`config.mk`:
```
export PLATFORM = sky130hd
export DESIGN_NAME = raster_cfg_ctrl_flat
export DESIGN_NICKNAME = d
export VERILOG_FILES = /design/src/rtl/raster_cfg_ctrl_if.sv /design/src/rtl/raster_cfg_ctrl.sv /design/src/flat_wrapper.sv
export SDC_FILE = /design/constraint.sdc
export NUM_CORES = 1
export LEC_CHECK = 0
export CAP_MARGIN = 20
export CORE_ASPECT_RATIO = 1.2
export CORE_MARGIN = 1.5
export CORE_UTILIZATION = 30
export CTS_BUF_LIST = sky130_fd_sc_hd__clkbuf_16
export DETAILED_ROUTE_END_ITERATION = 6
export SLEW_MARGIN = 15
export SYNTH_ARGS = -nofsm -noshare
export SYNTH_HDL_FRONTEND = slang
export SYNTH_SLANG_ARGS = --single-unit
```
`constraint.sdc`:
```
create_clock -name clk -period 1.95 [get_ports clk]
set_input_delay 0.39 -clock clk [delete_from_list [all_inputs] [get_ports clk]]
set_output_delay 0.39 -clock clk [all_outputs]
set_load 0.05 [all_outputs]
```
`src/rtl/raster_cfg_ctrl_if.sv`:
```
// Byte-stream command port into the raster timing controller.
// Valid/ready handshake; a byte transfers on a clock edge with in_valid && in_ready.
interface raster_cfg_ctrl_if;
  logic [7:0] in_data;
  logic       in_valid;
  logic       in_ready;

  modport master (output in_data, output in_valid, input in_ready);
  modport slave  (input in_data, input in_valid, output in_ready);
endinterface

```
`src/rtl/raster_cfg_ctrl.sv`:
```
// Shadow/active raster timing registers loaded by header+data byte packets; commit on frame_end.
// One-cycle accept per byte, stalls (in_ready=0) while a commit is pending; optional RASTER_CFG_CHECKSUM_EN.
module raster_cfg_ctrl #(
  parameter bit IMMEDIATE = 1'b0
) (
  input  logic                    clk,
  input  logic                    rst_n,
  raster_cfg_ctrl_if.slave        in_if,
  input  logic                    frame_end,
  output logic [83:0]             cfg_out,
  output logic                    cfg_update,
  output logic                    busy,
  output logic                    err
);

  localparam logic [1:0] IDLE = 2'd0;
  localparam logic [1:0] DATA = 2'd1;
`ifdef RASTER_CFG_CHECKSUM_EN
  localparam logic [1:0] CHK  = 2'd2;
`endif
  localparam logic [1:0] PEND = 2'd3;

  // 800x525 timing: x0=-48, x_fp=640, x_s=656, x1=751, y0=-33, y_fp=480, y_s=490, y1=491
  localparam logic [127:0] CFG_DEFAULT = {44'd0,
                                          10'd491, 10'd490, 10'd480, 10'h3DF,
                                          11'd751, 11'd656, 11'd640, 11'h7D0};

  logic [1:0]       state;
  logic [3:0]       addr;
  logic [3:0]       cnt;
  logic [15:0][7:0] shadow;
  logic [15:0][7:0] active;
  logic             accept;
  logic             commit;
  logic             cfg_unused;

  assign in_if.in_ready = (state != PEND);
  assign accept         = in_if.in_valid && in_if.in_ready;
  assign commit         = (state == PEND) && (frame_end || IMMEDIATE);
  assign busy           = (state != IDLE);
  assign cfg_out        = {active[10][3:0], active[9:0]};
  // Upper stored bytes have no output field.
  assign cfg_unused     = ^{active[15:11], active[10][7:4]};

`ifdef RASTER_CFG_CHECKSUM_EN
  logic [7:0] chk_acc;
  logic       chk_ok;
  assign chk_ok = ((chk_acc ^ in_if.in_data) == 8'h00);
`else
  assign err = 1'b0;
`endif

  always_ff @(posedge clk) begin
    if (!rst_n) begin
      state      <= IDLE;
      addr       <= 4'd0;
      cnt        <= 4'd0;
      cfg_update <= 1'b0;
      shadow     <= CFG_DEFAULT;
      active     <= CFG_DEFAULT;
`ifdef RASTER_CFG_CHECKSUM_EN
      err        <= 1'b0;
      chk_acc    <= 8'h00;
`endif
    end else begin
      cfg_update <= commit;
`ifdef RASTER_CFG_CHECKSUM_EN
      err        <= 1'b0;
`endif
      case (state)
        IDLE: if (accept) begin
          addr  <= in_if.in_data[3:0];
          cnt   <= in_if.in_data[7:4];
          state <= DATA;
`ifdef RASTER_CFG_CHECKSUM_EN
          chk_acc <= in_if.in_data;
`endif
        end
        DATA: if (accept) begin
          shadow[addr] <= in_if.in_data;
          addr         <= addr + 4'd1;
          cnt          <= cnt - 4'd1;
`ifdef RASTER_CFG_CHECKSUM_EN
          chk_acc      <= chk_acc ^ in_if.in_data;
          if (cnt == 4'd0) state <= CHK;
`else
          if (cnt == 4'd0) state <= PEND;
`endif
        end
`ifdef RASTER_CFG_CHECKSUM_EN
        CHK: if (accept) begin
          if (chk_ok) begin
            state <= PEND;
          end else begin
            // Bad packet: throw away everything staged since the last commit.
            shadow <= active;
            err    <= 1'b1;
            state  <= IDLE;
          end
        end
`endif
        PEND: if (commit) begin
          active <= shadow;
          state  <= IDLE;
        end
        default: state <= IDLE;
      endcase
    end
  end

endmodule
```
`src/flat_wrapper.sv`:
```
// flat-port wrapper written by rule: the top's interface ports become plain ports
module raster_cfg_ctrl_flat 
#(
  parameter bit IMMEDIATE = 1'b0
)
  (clk, rst_n, frame_end, cfg_out, cfg_update, busy, err, in_if_in_data, in_if_in_valid, in_if_in_ready);
  raster_cfg_ctrl_if in_if_i ();
  input  logic clk;
  input  logic rst_n;
  input  logic frame_end;
  output logic [83:0] cfg_out;
  output logic cfg_update;
  output logic busy;
  output logic err;
  input wire logic [$bits(in_if_i.in_data)-1:0] in_if_in_data;
  input wire logic [$bits(in_if_i.in_valid)-1:0] in_if_in_valid;
  output wire logic [$bits(in_if_i.in_ready)-1:0] in_if_in_ready;
  assign in_if_i.in_data = in_if_in_data;
  assign in_if_i.in_valid = in_if_in_valid;
  assign in_if_in_ready = in_if_i.in_ready;
  raster_cfg_ctrl #(.IMMEDIATE(IMMEDIATE)) u_core (.clk(clk), .rst_n(rst_n), .in_if(in_if_i), .frame_end(frame_end), .cfg_out(cfg_out), .cfg_update(cfg_update), .busy(busy), .err(err));
endmodule
```
After elaboration in Yosys (flattened, before gate mapping)

Cells that the tools add are included.

Register bits: 223
Input bits: 12
Output and inout bits: 88
Word-level logic and storage cells: 67

Reductions and logical operators: 11
Muxes and demuxes: 14
Eq/ne operators: 7
$add $sub $neg: 2
Order comparisons: 2

Operators by type and width:

| cell                                                                          | count |
|---|---|
| 128-bit bitwise mux                                                           | 1 |
| 8-bit demux with 4-bit select                                                 | 1 |
| 4-bit two-way mux                                                             | 4 |
| 4-bit case mux with 2 select lines                                            | 2 |
| 2-bit two-way mux                                                             | 4 |
| 8-bit two-way mux                                                             | 1 |
| 2-bit by 1-bit != test with 1-bit output (second input constant)              | 4 |
| 2-bit case mux with 3 select lines                                            | 1 |
| 4-bit by 5-bit less-than comparator with 1-bit output (second input constant) | 1 |
| 4-bit by 1-bit adder with 4-bit output (second input constant)                | 1 |
| 4-bit by 1-bit >= comparator with 1-bit output (second input constant)        | 1 |
| 4-bit zero test                                                               | 1 |
| 2-bit AND reduction                                                           | 2 |
| 4-bit AND reduction                                                           | 1 |
| 2-bit nonzero test                                                            | 2 |
| 4-bit by 1-bit subtractor with 4-bit output (second input constant)           | 1 |
| 1-bit logical AND                                                             | 3 |
| 3-bit AND reduction                                                           | 1 |
| 2-bit by 1-bit equality test with 1-bit output (second input constant)        | 1 |
| 2-bit equality test (second input constant)                                   | 1 |
| 2-bit zero test                                                               | 1 |
| 2-bit != test (second input constant)                                         | 1 |

Logic depth before layout (Yosys ltp)

Gate-level depths: netlist of run 1.

Depth after elaboration: 5
Mapped depth: 7

Worst setup path after synthesis of run 1

Ideal clock, no wire load.

Path type: reg-to-reg
From: register u_core.state[0]
To: register u_core.active, in the netlist u_core.cfg_out[11]
Slack: 0.248 ns
Data arrival time: 1.632 ns
Clock period less this slack: 1.702 ns
Buffers on the path: 3
Stages on the path, launching flop included: 8
Path through: dfxtp_1 > buf_2 > nand2_1 > nor2_1 > buf_2 > buf_2 > nand2_1 > a21oi_1

Cells in the longest elaborated chain, start to end: 3

Ends and longest elaborated chain:

| what                            | RTL line                                     | text |
|---|---|---|
| start, declared                 | raster_cfg_ctrl.sv:28                        | `logic [1:0] state;` |
| start signal, assigned          | raster_cfg_ctrl.sv:55                        | `state <= IDLE;` |
| start signal, assigned          | raster_cfg_ctrl.sv:74                        | `state <= DATA;` |
| start signal, assigned          | raster_cfg_ctrl.sv:87                        | `if (cnt == 4'd0) state <= PEND;` |
| 2-bit equality test *           | raster_cfg_ctrl.sv:39, raster_cfg_ctrl.sv:70 |  |
| 1-bit logical AND               | raster_cfg_ctrl.sv:39                        | `assign commit = (state == PEND) && (frame_end \|\| IMMEDIATE);` |
| 2-bit AND reduction (no line) * | -                                            |  |
| end signal, assigned            | raster_cfg_ctrl.sv:103                       | `active <= shadow;` |
| end, declared                   | raster_cfg_ctrl.sv:32                        | `logic [15:0][7:0] active;` |

Mark *: on every way between the ends. The rest lies on a longest branch, timed or not.
A chain may end at the register's enable or synchronous reset.

Worst setup path after layout of run 1

From: register u_core.state[1]
To: output port busy

Cells in the longest elaborated chain, start to end: 1

Ends and longest elaborated chain:

| what               | RTL line              | text |
|---|---|---|
| 2-bit nonzero test | raster_cfg_ctrl.sv:40 | `assign busy = (state != IDLE);` |
| end, declared      | flat_wrapper.sv:13    | `output logic busy;` |

Every way passes these cells.

==> results of run 1 <==
==> state kept, by name (all words and copies together), names as in the netlist <==
name / cells
u_core.cfg_update: 1
u_core.addr: 4
u_core.shadow: 84
u_core.cfg_out: 84
u_core.state: 2
u_core.cnt: 4
==> placed cells by master (no fill, tap or decap), drive strengths merged, types with 5 or more instances in the layout <==
master         synthesis  layout
o21ai                 14      14
buf                   18     105
nand2                236     236
nor3                  16      16
nand3                 61      61
inv                    6      11
nor2b                 18      18
clkinvlp               0       5
clkbuf                37      17
a21oi                 12      12
nor2                  50      50
clkdlybuf4s50          0      10
mux2i                 56      56
dlygate4sd2            0      26
ha                     5       5
a21boi                39      39
dfxtp                179     179
==> layout make-up <==
| cell class | instances | area (µm²) |
|---|---|---|
| clock buffers | 17 | 425 |
| clock inverters | 13 | 100 |
| fillers | 2230 | 13200 |
| inverters | 6 | 22.5 |
| multi-input cells | 530 | 2910 |
| flip-flops and latches | 179 | 3580 |
| well taps | 274 | 343 |
| repair buffers | 142 | 1230 |
==> where the power goes <==
part,internal [mW],leakage [nW],switching (mW)
clock,1.72,0.256,1.39
sequential,3.70,1.45,0.0348
combinational,0.200,1.76,0.330
total,5.62,3.47,1.75
==> critical path, stage by stage, from the launching register on <==
cell and delay (ps):
dfxtp_1 300, buf_4 180, or2_2 330, buf_12 160
==> per-stage QoR <==
stage	hold slack, ps	setup TNS, ps
2_1_floorplan	430	0
3_3_place_gp	446	-16.6
3_5_place_dp	451	-266
4_1_cts	267	0
5_1_grt	278	0
6_report	283	0
==> per-layer routing <==
metal | GRT usage, % | routed length (µm) | up-vias | part of all wire [%]
met5 | 0 | 0 | - | 0
met4 | 4.35 | 212 | 0 | 1.2
met3 | 3.66 | 600 | 9 | 3.5
met2 | 25.3 | 8410 | 79 | 48
met1 | 19.7 | 8120 | 2534 | 47
li1 | - | - | 2728 | -
==> kinds of logic after synthesis <==
logic type	count (synthesis)	synth area share, %
flip-flops	179	53.2
buffers and inverters	61	3.87
other	1	0.0557
multiplexers	57	8.49
AND/OR/NAND/NOR	392	26.0
adder cells (fa/ha/maj)	5	0.929
AO/OA/AOI/OAI	75	7.40
==> how the worst max path moves through the flow <==
| stage | from | to | slack (ps) | cells after the start |
|---|---|---|---|---|
| after floorplan | u_core.state[0] | u_core.cfg_out[11] | 250 | 7 |
| after global placement | in_if_in_valid | u_core.shadow[80] | -10 | 6 |
| after detailed placement | in_if_in_valid | u_core.shadow[53] | -20 | 6 |
| after CTS | u_core.cfg_update | cfg_update | 20 | 1 |
| after global routing | u_core.addr[3] | u_core.shadow[31] | 120 | 5 |
| final | u_core.state[1] | busy | 170 | 3 |
==> reports/metrics.cfg, run 1 <==
[worst_hold_path]
worstHoldPathCells = 3
min_from = rst_n
hold_end = u_core.shadow[25]
hold_path_class = input pin to flip-flop

[yosys]
synth_most_common_cell = nand2_1
yosys-top-cells-area = dfxtp_1 (53%), nand2_1 (13%), mux2i_1 (8.3%)
synthCells = 770
yosysUniqueCellTypes = 38
synth_warnings = 0
synth_edf_count = 0
synth.largest_area_cell = dfxtp_1
synthTopCellsByCount = nand2_1 (236), dfxtp_1 (179), nand3_1 (61)
ys_ff_latch = 179
syn_avg_cell_area_um2 = 8.74
yosysSeqAreaShare_pct = 53.2
synth-async-reset-ratio_pct = 0
synth_nets = 787
synth.top_cell.area_share_pct = 53.2
syn_area_um2 = 6730
synthFlopType = dfxtp_1

[route]
drc_errors = 9
vias = 5350
ant_nets = 0
avgViaCountPerCell = 4.61
drtIter0Drc = 431
dr.pass1.iters = 6
routed_wl_um = 17300
wl_per_cell_um = 14.9

[clock_network]
post_cts_buffers = 0
hold_buffers = 0
root_buffer = clkbuf_16
cts_resized = 26
clk_latency_ps = 420
cts_made_buffers = 17
ctsHtreeMaxLevel = 4
cts_sinks = 179
cts_tree = yes
cts.clk_slew.worst_paths_ps = 70
clk_path_buf_depth = 2

[floorplanning]
core_um2 = 21900
ioPinCount = 100
die_x_um = 140
rows = 59
die_h_um = 167
start_util_pct = 30.8
die_area_um2 = 23300

[grt]
grt_max_degree = 76
antenna_found_initial = 0
grt_pass1_wl_um = 28100
grt.total_usage_pct = 15.2
grt_pass1_vias = 5201
grt_overflow = 0

[finish]
n_antenna_cell = 0
final_cells = 1161
area_growth_pct = 27.9
drive_gt1_share_pct = 15.9
fin_util_pct = 39.4
final_nets = 893
final_area_um2 = 8610

[worst_setup_path]
r2r-end = u_core.shadow[31]
worst_r2r_path_depth = 5
rrSetupSlack_ps = 200
r2r_start = u_core.addr[3]
cp-end-kind = primary output
cp-start-kind = flip-flop
worstPathArrival_ps = 1390
crit_fanout = 14
worstPathRequired_ps = 1560
path_class = flip-flop to primary output

[timing]
fin_ws_ps = 172
worst_pin_slew_ps = 612
fin_skew_ps = 9.45
setup_viol = 0
fmax_mhz = 562
slew_headroom_pct = 59.1
rsz0062_at_grt = no
finalCritPeriodShare_pct = 91.2
fin_crit_ps = 1780
hold_viol = 0
slew_viol_final = 0

[pwr]
powerDensity_nw_per_um2 = 857
leakage_nw = 3.47
p_total_mw = 7.38
ir_drop_mv = 0.567

[placement]
place_hpwl_um = 11700
numPlacedInstances = 1131
dp_slack_ps = -23.1
io_buffers = 98
place_area_um2 = 8120
routabilityCongestion = 0.807

[flow_run]
max_cap_viol_count = 0

[status]
violations = DRC
status = finished with violations

Note: power is estimated with default switching activity, not from simulation.
==> run 2, diff against run 1 <==
--- a/config.mk
+++ b/config.mk
@@ -15,3 +15,4 @@
 export SYNTH_ARGS = -nofsm -noshare
 export SYNTH_HDL_FRONTEND = slang
 export SYNTH_SLANG_ARGS = --single-unit
+export TNS_END_PERCENT = 20
==> constraint.sdc (replaced) <==
create_clock -name clk -period 1.83 [get_ports clk]
set_input_delay 0.366 -clock clk [delete_from_list [all_inputs] [get_ports clk]]
set_output_delay 0.366 -clock clk [all_outputs]
set_load 0.05 [all_outputs]
==> run 2 against run 1 <==
Compared with the run above: the flow still finishes with violations (DRC); first-iteration DRC count down 24%; critical endpoint unchanged; critical path type unchanged; largest power group unchanged; core utilization grew 0.87 points; clock power rose by 14%; register-to-register slack worse by 70 ps.
==> reports/metrics.cfg, run 2 (synthesized netlist as in run 1, its figures left out) <==
[route]
ant_nets = 0
routed_wl_um = 17300
dr.pass1.iters = 7
drtIter0Drc = 328
vias = 5323
wl_per_cell_um = 14.7
drc_errors = 9
avgViaCountPerCell = 4.53

[worst_setup_path]
worstPathArrival_ps = 1340
path_class = flip-flop to primary output
slowest_stage = dfxtp_1
cp-startpoint = u_core.state[1]
crit_family = buffers and inverters
cp-start-kind = flip-flop
critical_path.cell_chain = buf_4, or2_4, buf_12
crit_fanout = 14
cpPeakStageDelay_ps = 310
crit_buf_inv = 2
rrSetupSlack_ps = 130
r2r-end = u_core.shadow[29]
worstPathRequired_ps = 1460
worst_r2r_path_depth = 5
cp-end-kind = primary output
r2r_start = u_core.state[1]

[clock_network]
clk_path_buf_depth = 2
post_cts_buffers = 0
cts_made_buffers = 17
cts_tree = yes
cts_sinks = 179
cts.clk_slew.worst_paths_ps = 60
clk_latency_ps = 430
ctsHtreeMaxLevel = 4
root_buffer = clkbuf_16
hold_buffers = 0

[timing]
fin_ws_ps = 124
finalCritPeriodShare_pct = 93.2
hold_slack_ps = 306
setup_viol = 0
hold_viol = 0
slew_viol_final = 0
fin_skew_ps = 8.81
fmax_mhz = 586
rsz0062_at_grt = no
fin_crit_ps = 1710

[finish]
fin_util_pct = 40.3
n_antenna_cell = 0
drive_gt1_share_pct = 20.4
final_nets = 906
layout_common_cells = nand2_1 (236), dfxtp_1 (179), buf_4 (130), nand3_1 (60), mux2i_1 (56)
final_common_cell = nand2_1
area_growth_pct = 30.7
final_area_um2 = 8800

[worst_hold_path]
hold_end = u_core.shadow[71]
min_from = rst_n
worstHoldPathCells = 2
hold_path_class = input pin to flip-flop

[grt]
grt.total_usage_pct = 15.3
grt_pass1_vias = 5179
grt_overflow = 0
grt_pass1_wl_um = 28200
grt_max_degree = 59
antenna_found_initial = 0

[pwr]
leakage_nw = 3.56
powerDensity_nw_per_um2 = 922
ir_drop_mv = 0.641
combPwrFrac_pct = 7.4
p_sw_mw = 1.93
switching_share_pct = 23.8
p_total_mw = 8.12
clockPowerShare_pct = 43.5
power.internal_mw = 6.18
p_seq_share_pct = 49.1

[placement]
io_buffers = 98
dp_slack_ps = -200
routabilityCongestion = 0.848
place_hpwl_um = 11900
place_area_um2 = 8230

[floorplanning]
die_h_um = 167
die_x_um = 140
core_um2 = 21900
die_area_um2 = 23300
rows = 59
ioPinCount = 100
start_util_pct = 30.8

[flow_run]
max_cap_viol_count = 0

[status]
violations = DRC
status = finished with violations

==> run 2: changes by cell type in the layout (fill, tap and decap cells not counted) <==
cell	before	now
clkinv_2	1	3
inv_6	1	2
bufinv_16	1	2
clkinv_4	0	2
or2_4	0	1
clkinvlp_4	5	2
buf_4	97	130
dlymetal6s2s_1	1	0
or2_2	1	0
dlygate4sd2_1	26	0
buf_12	8	15
clkinv_1	1	3
inv_1	10	7
==> run 2: timing repair <==
item	4_1_cts	5_1_grt
setup endpoints to repair	0	1
gates resized for setup	0	1
hold endpoints to repair	0	0
==> run 2: routing by layer <==
metal | part of all wire, % | GRT usage [%] | wire [µm]
met5 | 0 | 0 | 0
met4 | 1.8 | 5.77 | 307
met3 | 3.8 | 2.86 | 665
met2 | 48 | 25.0 | 8280
met1 | 47 | 20.2 | 8070
==> run 2: area by class of cell <==
cell class,count,area (µm²)
well taps,274,343
inverters,6,22.5
fillers,2201,13100
clock inverters,15,140
repair buffers,155,1380
clock buffers,17,425
multi-input cells,530,2910
flip-flops and latches,179,3580
==> run 2: worst max path at each step <==
stage / cells after the start / slack [ps] / endpoint
after floorplan: 7 / 130 / u_core.cfg_out[11]
after global placement: 7 / -130 / u_core.shadow[54]
after detailed placement: 7 / -200 / u_core.shadow[54]
after CTS: 3 / 30 / busy
after global routing: 5 / 50 / u_core.shadow[30]
final: 3 / 120 / busy
==> run 2: power groups by stage <==
stage	clock network [mW]	logic, mW	registers [mW]
global route	3.77	0.655	3.98
floorplan	0	0.324	4.11
global placement	0	0.603	4.07
finish	3.53	0.602	3.98
CTS	3.60	0.607	3.98
detailed placement	0	0.606	4.07
==> run 2: through the flow <==
step	setup TNS (ps)	instances
floorplan	0	770
global placement	-5170	1144
detailed placement	-8510	1144
CTS	0	1176
global route	0	1176
finish	0	1176
